$ cat src/rtl/pipe_pkg.sv
// Shared helpers for the elastic pipeline chain: width derivation and
// occupancy popcount.
package pipe_pkg;

  localparam int POP_MAX = 64;

  function automatic int clog2(input int n);
    int r;
    r = 0;
    for (int i = 0; i < 31; i++) begin
      if ((1 << i) < n) r = i + 1;
    end
    return r;
  endfunction

  function automatic logic [7:0] popcount(input logic [POP_MAX-1:0] v);
    logic [7:0] c;
    c = '0;
    for (int i = 0; i < POP_MAX; i++) begin
      c = c + {7'd0, v[i]};
    end
    return c;
  endfunction

endpackage

$ cat src/rtl/pipe_skid_slot.sv
// One elastic slot: a main register plus a skid register so the upstream
// ready can come straight from a flop.
module pipe_skid_slot #(
  parameter int WIDTH = 16
) (
  input  logic             clk,
  input  logic             rst,
  input  logic             flush,
  input  logic             up_valid,
  input  logic [WIDTH-1:0] up_data,
  output logic             up_ready,
  output logic             down_valid,
  output logic [WIDTH-1:0] down_data,
  input  logic             down_ready,
  output logic [1:0]       occ
);

  logic             main_valid;
  logic             skid_valid;
  logic [WIDTH-1:0] main_data;
  logic [WIDTH-1:0] skid_data;
  logic             pop;
  logic             push;

  assign up_ready   = !skid_valid;
  assign down_valid = main_valid;
  assign down_data  = main_data;
  assign occ        = {skid_valid, main_valid};

  assign pop  = main_valid & down_ready;
  assign push = up_valid & !skid_valid;

  always_ff @(posedge clk) begin
    if (rst) begin
      main_valid <= 1'b0;
      skid_valid <= 1'b0;
      main_data  <= '0;
      skid_data  <= '0;
    end else if (flush) begin
      // flush kills words but leaves the data flops alone
      main_valid <= 1'b0;
      skid_valid <= 1'b0;
    end else if (!main_valid || pop) begin
      if (skid_valid) begin
        main_data  <= skid_data;
        main_valid <= 1'b1;
        skid_valid <= 1'b0;
      end else if (push) begin
        main_data  <= up_data;
        main_valid <= 1'b1;
      end else begin
        main_valid <= 1'b0;
      end
    end else if (push) begin
      skid_data  <= up_data;
      skid_valid <= 1'b1;
    end
  end

endmodule

$ cat src/rtl/pipe_chain.sv
// Stallable, flushable register boundary built from STAGES chained skid
// slots with a valid/ready handshake on both ends.
module pipe_chain
  import pipe_pkg::*;
#(
  parameter int WIDTH  = 16,
  parameter int STAGES = 2,
  parameter int CW     = clog2(2*STAGES+1)
) (
  input  logic             clk,
  input  logic             rst,
  input  logic             flush,
  input  logic             in_valid,
  input  logic [WIDTH-1:0] in_data,
  output logic             in_ready,
  output logic             out_valid,
  output logic [WIDTH-1:0] out_data,
  input  logic             out_ready,
  output logic [CW-1:0]    count
);

  logic [STAGES:0]     valid_link;
  logic [STAGES:0]     ready_link;
  logic [WIDTH-1:0]    data_link [STAGES+1];
  logic [2*STAGES-1:0] flags;
  logic [POP_MAX-1:0]  flags_ext;

  assign valid_link[0]      = in_valid;
  assign data_link[0]       = in_data;
  assign in_ready           = ready_link[0];
  assign ready_link[STAGES] = out_ready;

  for (genvar k = 0; k < STAGES; k++) begin : g_slot
    pipe_skid_slot #(.WIDTH(WIDTH)) u_slot (
      .clk        (clk),
      .rst        (rst),
      .flush      (flush),
      .up_valid   (valid_link[k]),
      .up_data    (data_link[k]),
      .up_ready   (ready_link[k]),
      .down_valid (valid_link[k+1]),
      .down_data  (data_link[k+1]),
      .down_ready (ready_link[k+1]),
      .occ        (flags[2*k +: 2])
    );
  end

  assign out_valid = valid_link[STAGES];
  assign out_data  = valid_link[STAGES] ? data_link[STAGES] : '0;

  assign flags_ext = POP_MAX'(flags);
  assign count     = CW'(popcount(flags_ext));

endmodule

$ cat config.mk
export PLATFORM = sky130hd
export DESIGN_NAME = pipe_chain
export DESIGN_NICKNAME = d
export VERILOG_FILES = /design/src/rtl/pipe_pkg.sv /design/src/rtl/pipe_skid_slot.sv /design/src/rtl/pipe_chain.sv
export SDC_FILE = /design/constraint.sdc
export NUM_CORES = 1
export LEC_CHECK = 0
export ABC_AREA = 0
export CORE_MARGIN = 5
export CORE_UTILIZATION = 50
export CTS_CLUSTER_DIAMETER = 100
export DETAILED_ROUTE_END_ITERATION = 7
export GPL_ROUTABILITY_DRIVEN = 0
export PLACE_DENSITY = 0.77
export SLEW_MARGIN = 0
export SYNTH_ARGS = -nofsm -noshare
export SYNTH_HDL_FRONTEND = slang
export SYNTH_SLANG_ARGS = --single-unit
$ cat constraint.sdc
create_clock -name clk -period 2.3 [get_ports clk]
set_input_delay 0.46 -clock clk [delete_from_list [all_inputs] [get_ports clk]]
set_output_delay 0.46 -clock clk [all_outputs]
set_load 0.1 [all_outputs]
==> results.rst <==
.. list-table::
   :header-rows: 1

   * - Metric
     - Value
   * - Status
     - finished, violations left
   * - Violated checks
     - setup timing
   * - Worst relative slew slack
     - 63.4%
   * - Max frequency
     - 423 MHz
   * - Transition time at the pin with the least slew margin
     - 548 ps
   * - Detailed Route Iter0 Violations
     - 62
   * - Number of port buffers
     - 41
   * - Synthesized-area fraction occupied by and/or/nand/nor cells
     - 20.3%
   * - Clock period minus final worst setup slack
     - 2370 ps
   * - Detailed placement HPWL
     - 4010 µm
   * - Critical Path Max Stage Delay
     - 490 ps
   * - Share of synthesized area occupied by flip-flops and latches
     - 41.1%
   * - Synth Warn #
     - 0
   * - Worst Path Class, Setup
     - flop to output port
   * - Maxcap violations
     - 0
   * - Initial Util
     - 51.9%
   * - Post-Syn Area per Cell
     - 10.2 µm²
   * - Die span in y
     - 91.4 µm
   * - X dimension of the die
     - 91.4 µm
   * - Synth Register Bits
     - 68
   * - Pre-CTS WS
     - 158 ps
   * - Number of sinks driven by the clock tree
     - 68
   * - Number of instances in the synthesized netlist
     - 324
   * - PnR worst setup slack
     - -65.2 ps
   * - Number of global-route vias before repair
     - 2,113
   * - Part of the power in combinational logic
     - 9.3%
   * - Number of hold buffers added after cts
     - 0
   * - Clock insertion delay at the later pin of the skew report
     - 330 ps
   * - Nets@finish
     - 389
   * - Sequential share of power
     - 54.5%
   * - Top cell by count, worst path
     - ha_4
   * - Power Dens Cells
     - 560 mW/mm²
   * - Most frequent standard cell in the layout excluding fill and tap cells
     - mux2i_1
   * - Bufs on Longest Clock Path
     - 2
   * - DRC violations left
     - 0
   * - Total routing usage reported by global routing
     - 14.8%
   * - Inserted Diodes
     - 0
   * - Type of element launching the critical path
     - flop
   * - Class of the tightest hold or removal check
     - flop to flop
   * - Adder and majority cell fraction of the synthesized area
     - 1.36%
   * - Via count
     - 2,234
   * - Die area
     - 0.00835 mm²
   * - Proportion of synthesized area in mux cells
     - 24.2%
   * - Combinational family with the most area after synthesis
     - multiplexers
   * - Number of distinct library cells after synthesis
     - 23
   * - TritonCTS clock tree
     - done
   * - Sequential Area
     - 0.00137 mm²
   * - Length of the first detailed-routing pass in iterations
     - 4
   * - Switching power share of the total
     - 23.1%
   * - Peak supply drop
     - 0.329 mV
   * - Pin count of the biggest net entering global routing
     - 58
   * - Number of nets with antenna violations after detailed routing
     - 0
   * - Crit-path max FO
     - 2
   * - Count of non-filler cells in the finished layout
     - 445
   * - Critical path's slowest cell
     - fa_1
   * - # setup viols final
     - 1
   * - Dpl cells
     - 427
   * - P&R area growth vs syn
     - 20.1%
   * - Share of flip-flops with an asynchronous set or reset after synthesis
     - 0%
   * - Row count
     - 29
   * - Residual overflow from global routing
     - 0
   * - Clk network pwr share
     - 36.3%
   * - Switching Power
     - 0.000515 W
   * - Clk slew on worst S/H paths
     - 70 ps
   * - EDFF count, synth
     - 0
   * - Number of buffers added by the clock tree synthesis step
     - 9
   * - Total placed instance area
     - 0.00379 mm²
   * - Clk_skew
     - 6.06 ps
   * - Total internal power
     - 0.00171 W
   * - Multi-input gate area in the final layout
     - 0.00180 mm²
   * - Number of antenna violations at the first check in global routing
     - 0
   * - Cell leakage power
     - 1.36 nW
   * - Vias per inst
     - 5.02
   * - RSZ-0062 raised after global routing
     - true
   * - Post-route cell area
     - 0.00398 mm²
   * - Fraction of final layout cells sized beyond drive strength 1
     - 21.5%
   * - Placeable core area
     - 0.00639 mm²
   * - CP endpoint kind
     - output port
   * - Hold Vio Cnt, Final
     - 0
   * - Root Buffer Master
     - clkbuf_8
   * - First-pass GRT wire length
     - 10,100 µm
   * - Critical path required time
     - 1840 ps
   * - Final Cycle Share
     - 103%
   * - Post-synthesis xor/xnor area fraction
     - 0%
   * - WL final
     - 5860 µm
   * - Share of the synthesized area in compound gates (AO/OA/AOI/OAI)
     - 7.40%
   * - Post-Synthesis Net Count
     - 348
   * - Number of pins exceeding their max-slew limit in the final report
     - 0
   * - Number of filler instances in the final layout
     - 558
   * - H-tree depth
     - 3
   * - Synthesized area
     - 0.00331 mm²
   * - I/O pin cnt
     - 42
   * - Arrival time of the worst setup path
     - 1910 ps
   * - Cells along the critical path
     - clkinvlp_4, fa_1, inv_2, ha_4, ha_4, buf_12
   * - Per-cell routed wire length
     - 13.2 µm
   * - Synth Flop Type
     - dfxtp_1
   * - Leading cell types in the layout, fill and taps excluded
     - mux2i_1, nand2b_1, dfxtp_1, buf_4, clkdlybuf4s50_1
-- final cells by class --
cell class              instances  area share, %
flip-flops and latches         68           34.4
repair buffers                 57           13.5
clock inverters                 3          0.378
well taps                      77           2.42
inverters                       5          0.566
multi-input cells             224           45.2
clock buffers                  11           3.56
-- flip-flops by register name, summed over array words and instances, names as in the netlist --
register                  cells
g_slot.u_slot.down_data      32
g_slot.u_slot.down_valid      2
g_slot.u_slot.skid_data      32
g_slot.u_slot.skid_valid      2
-- worst max-delay path, delay by kind of cell, from the launching register on --
kind | cells | cell delay (ps)
flip-flops | 1 | 350
buffers and inverters | 3 | 300
adder cells (fa/ha/maj) | 3 | 900
-- timing repair --
| item | in CTS | in global routing |
|---|---|---|
| endpoints found under the setup margin | 3 | 2 |
| gates resized for setup | 2 | 0 |
| setup buffers | 2 | 2 |
-- power groups by stage --
stage                     combinational [W]  clock [W]  sequential (W)
after floorplan                    0.000137          0         0.00124
after detailed placement           0.000206          0         0.00124
after global placement             0.000203          0         0.00124
after CTS                          0.000209   0.000841         0.00121
final                              0.000207   0.000808         0.00121
after global routing               0.000226   0.000896         0.00122
-- cell families (layout without fill, tap and decap cells) --
family,Yosys count,after routing
and+or+nand+nor,105,105
muxes,80,80
DFF,68,68
AOI/OAI and AO/OA,36,36
buffers and inverters,32,76
adders and majority gates,3,3
-- synth_stat cells, drive strengths merged (2+ instances only) --
cell type | count | area, µm²
mux2i | 80 | 801
inv | 5 | 18.8
and2 | 17 | 106
dfxtp | 68 | 1360
a211oi | 19 | 155
ha | 2 | 25.0
a21oi | 16 | 80.1
clkbuf | 13 | 48.8
nand2b | 65 | 407
nor2 | 2 | 7.51
buf | 14 | 119
nor4 | 3 | 33.8
or2 | 16 | 100
-- layer usage --
| layer | global-route usage, % | up-vias | share of wire, % |
|---|---|---|---|
| li1 | - | 1177 | - |
| met1 | 20.8 | 1003 | 52 |
| met2 | 20.7 | 43 | 42 |
| met3 | 3.55 | 11 | 4.3 |
| met4 | 8.07 | 0 | 2.2 |
| met5 | 0 | - | 0 |
-- worst paths after layout --
kind / startpoint / end / slack, ps / cells after the start
worst min-delay path: g_slot[0].u_slot.skid_data[2] / g_slot[0].u_slot.skid_data[2] / 470 / 2
worst max register to register: g_slot[0].u_slot.skid_valid / g_slot[0].u_slot.down_data[11] / 520 / 6
worst max-delay path: g_slot[0].u_slot.skid_valid / count[1] / -70 / 6
worst min register to register: g_slot[0].u_slot.skid_data[2] / g_slot[0].u_slot.skid_data[2] / 470 / 2
-- through the flow --
step | power, W | hold slack (ps) | TNS (ps) | utilization (%)
floorplan | 0.00138 | 448 | -1140 | -
global placement | 0.00144 | 457 | 0 | 59.3
detailed placement | 0.00145 | 461 | 0 | 59.3
CTS | 0.00226 | 476 | -91.8 | 62.0
global route | 0.00234 | 487 | -118 | 62.3
finish | 0.00223 | 472 | -65.2 | 62.3
Note: power is estimated with default switching activity, not from simulation.
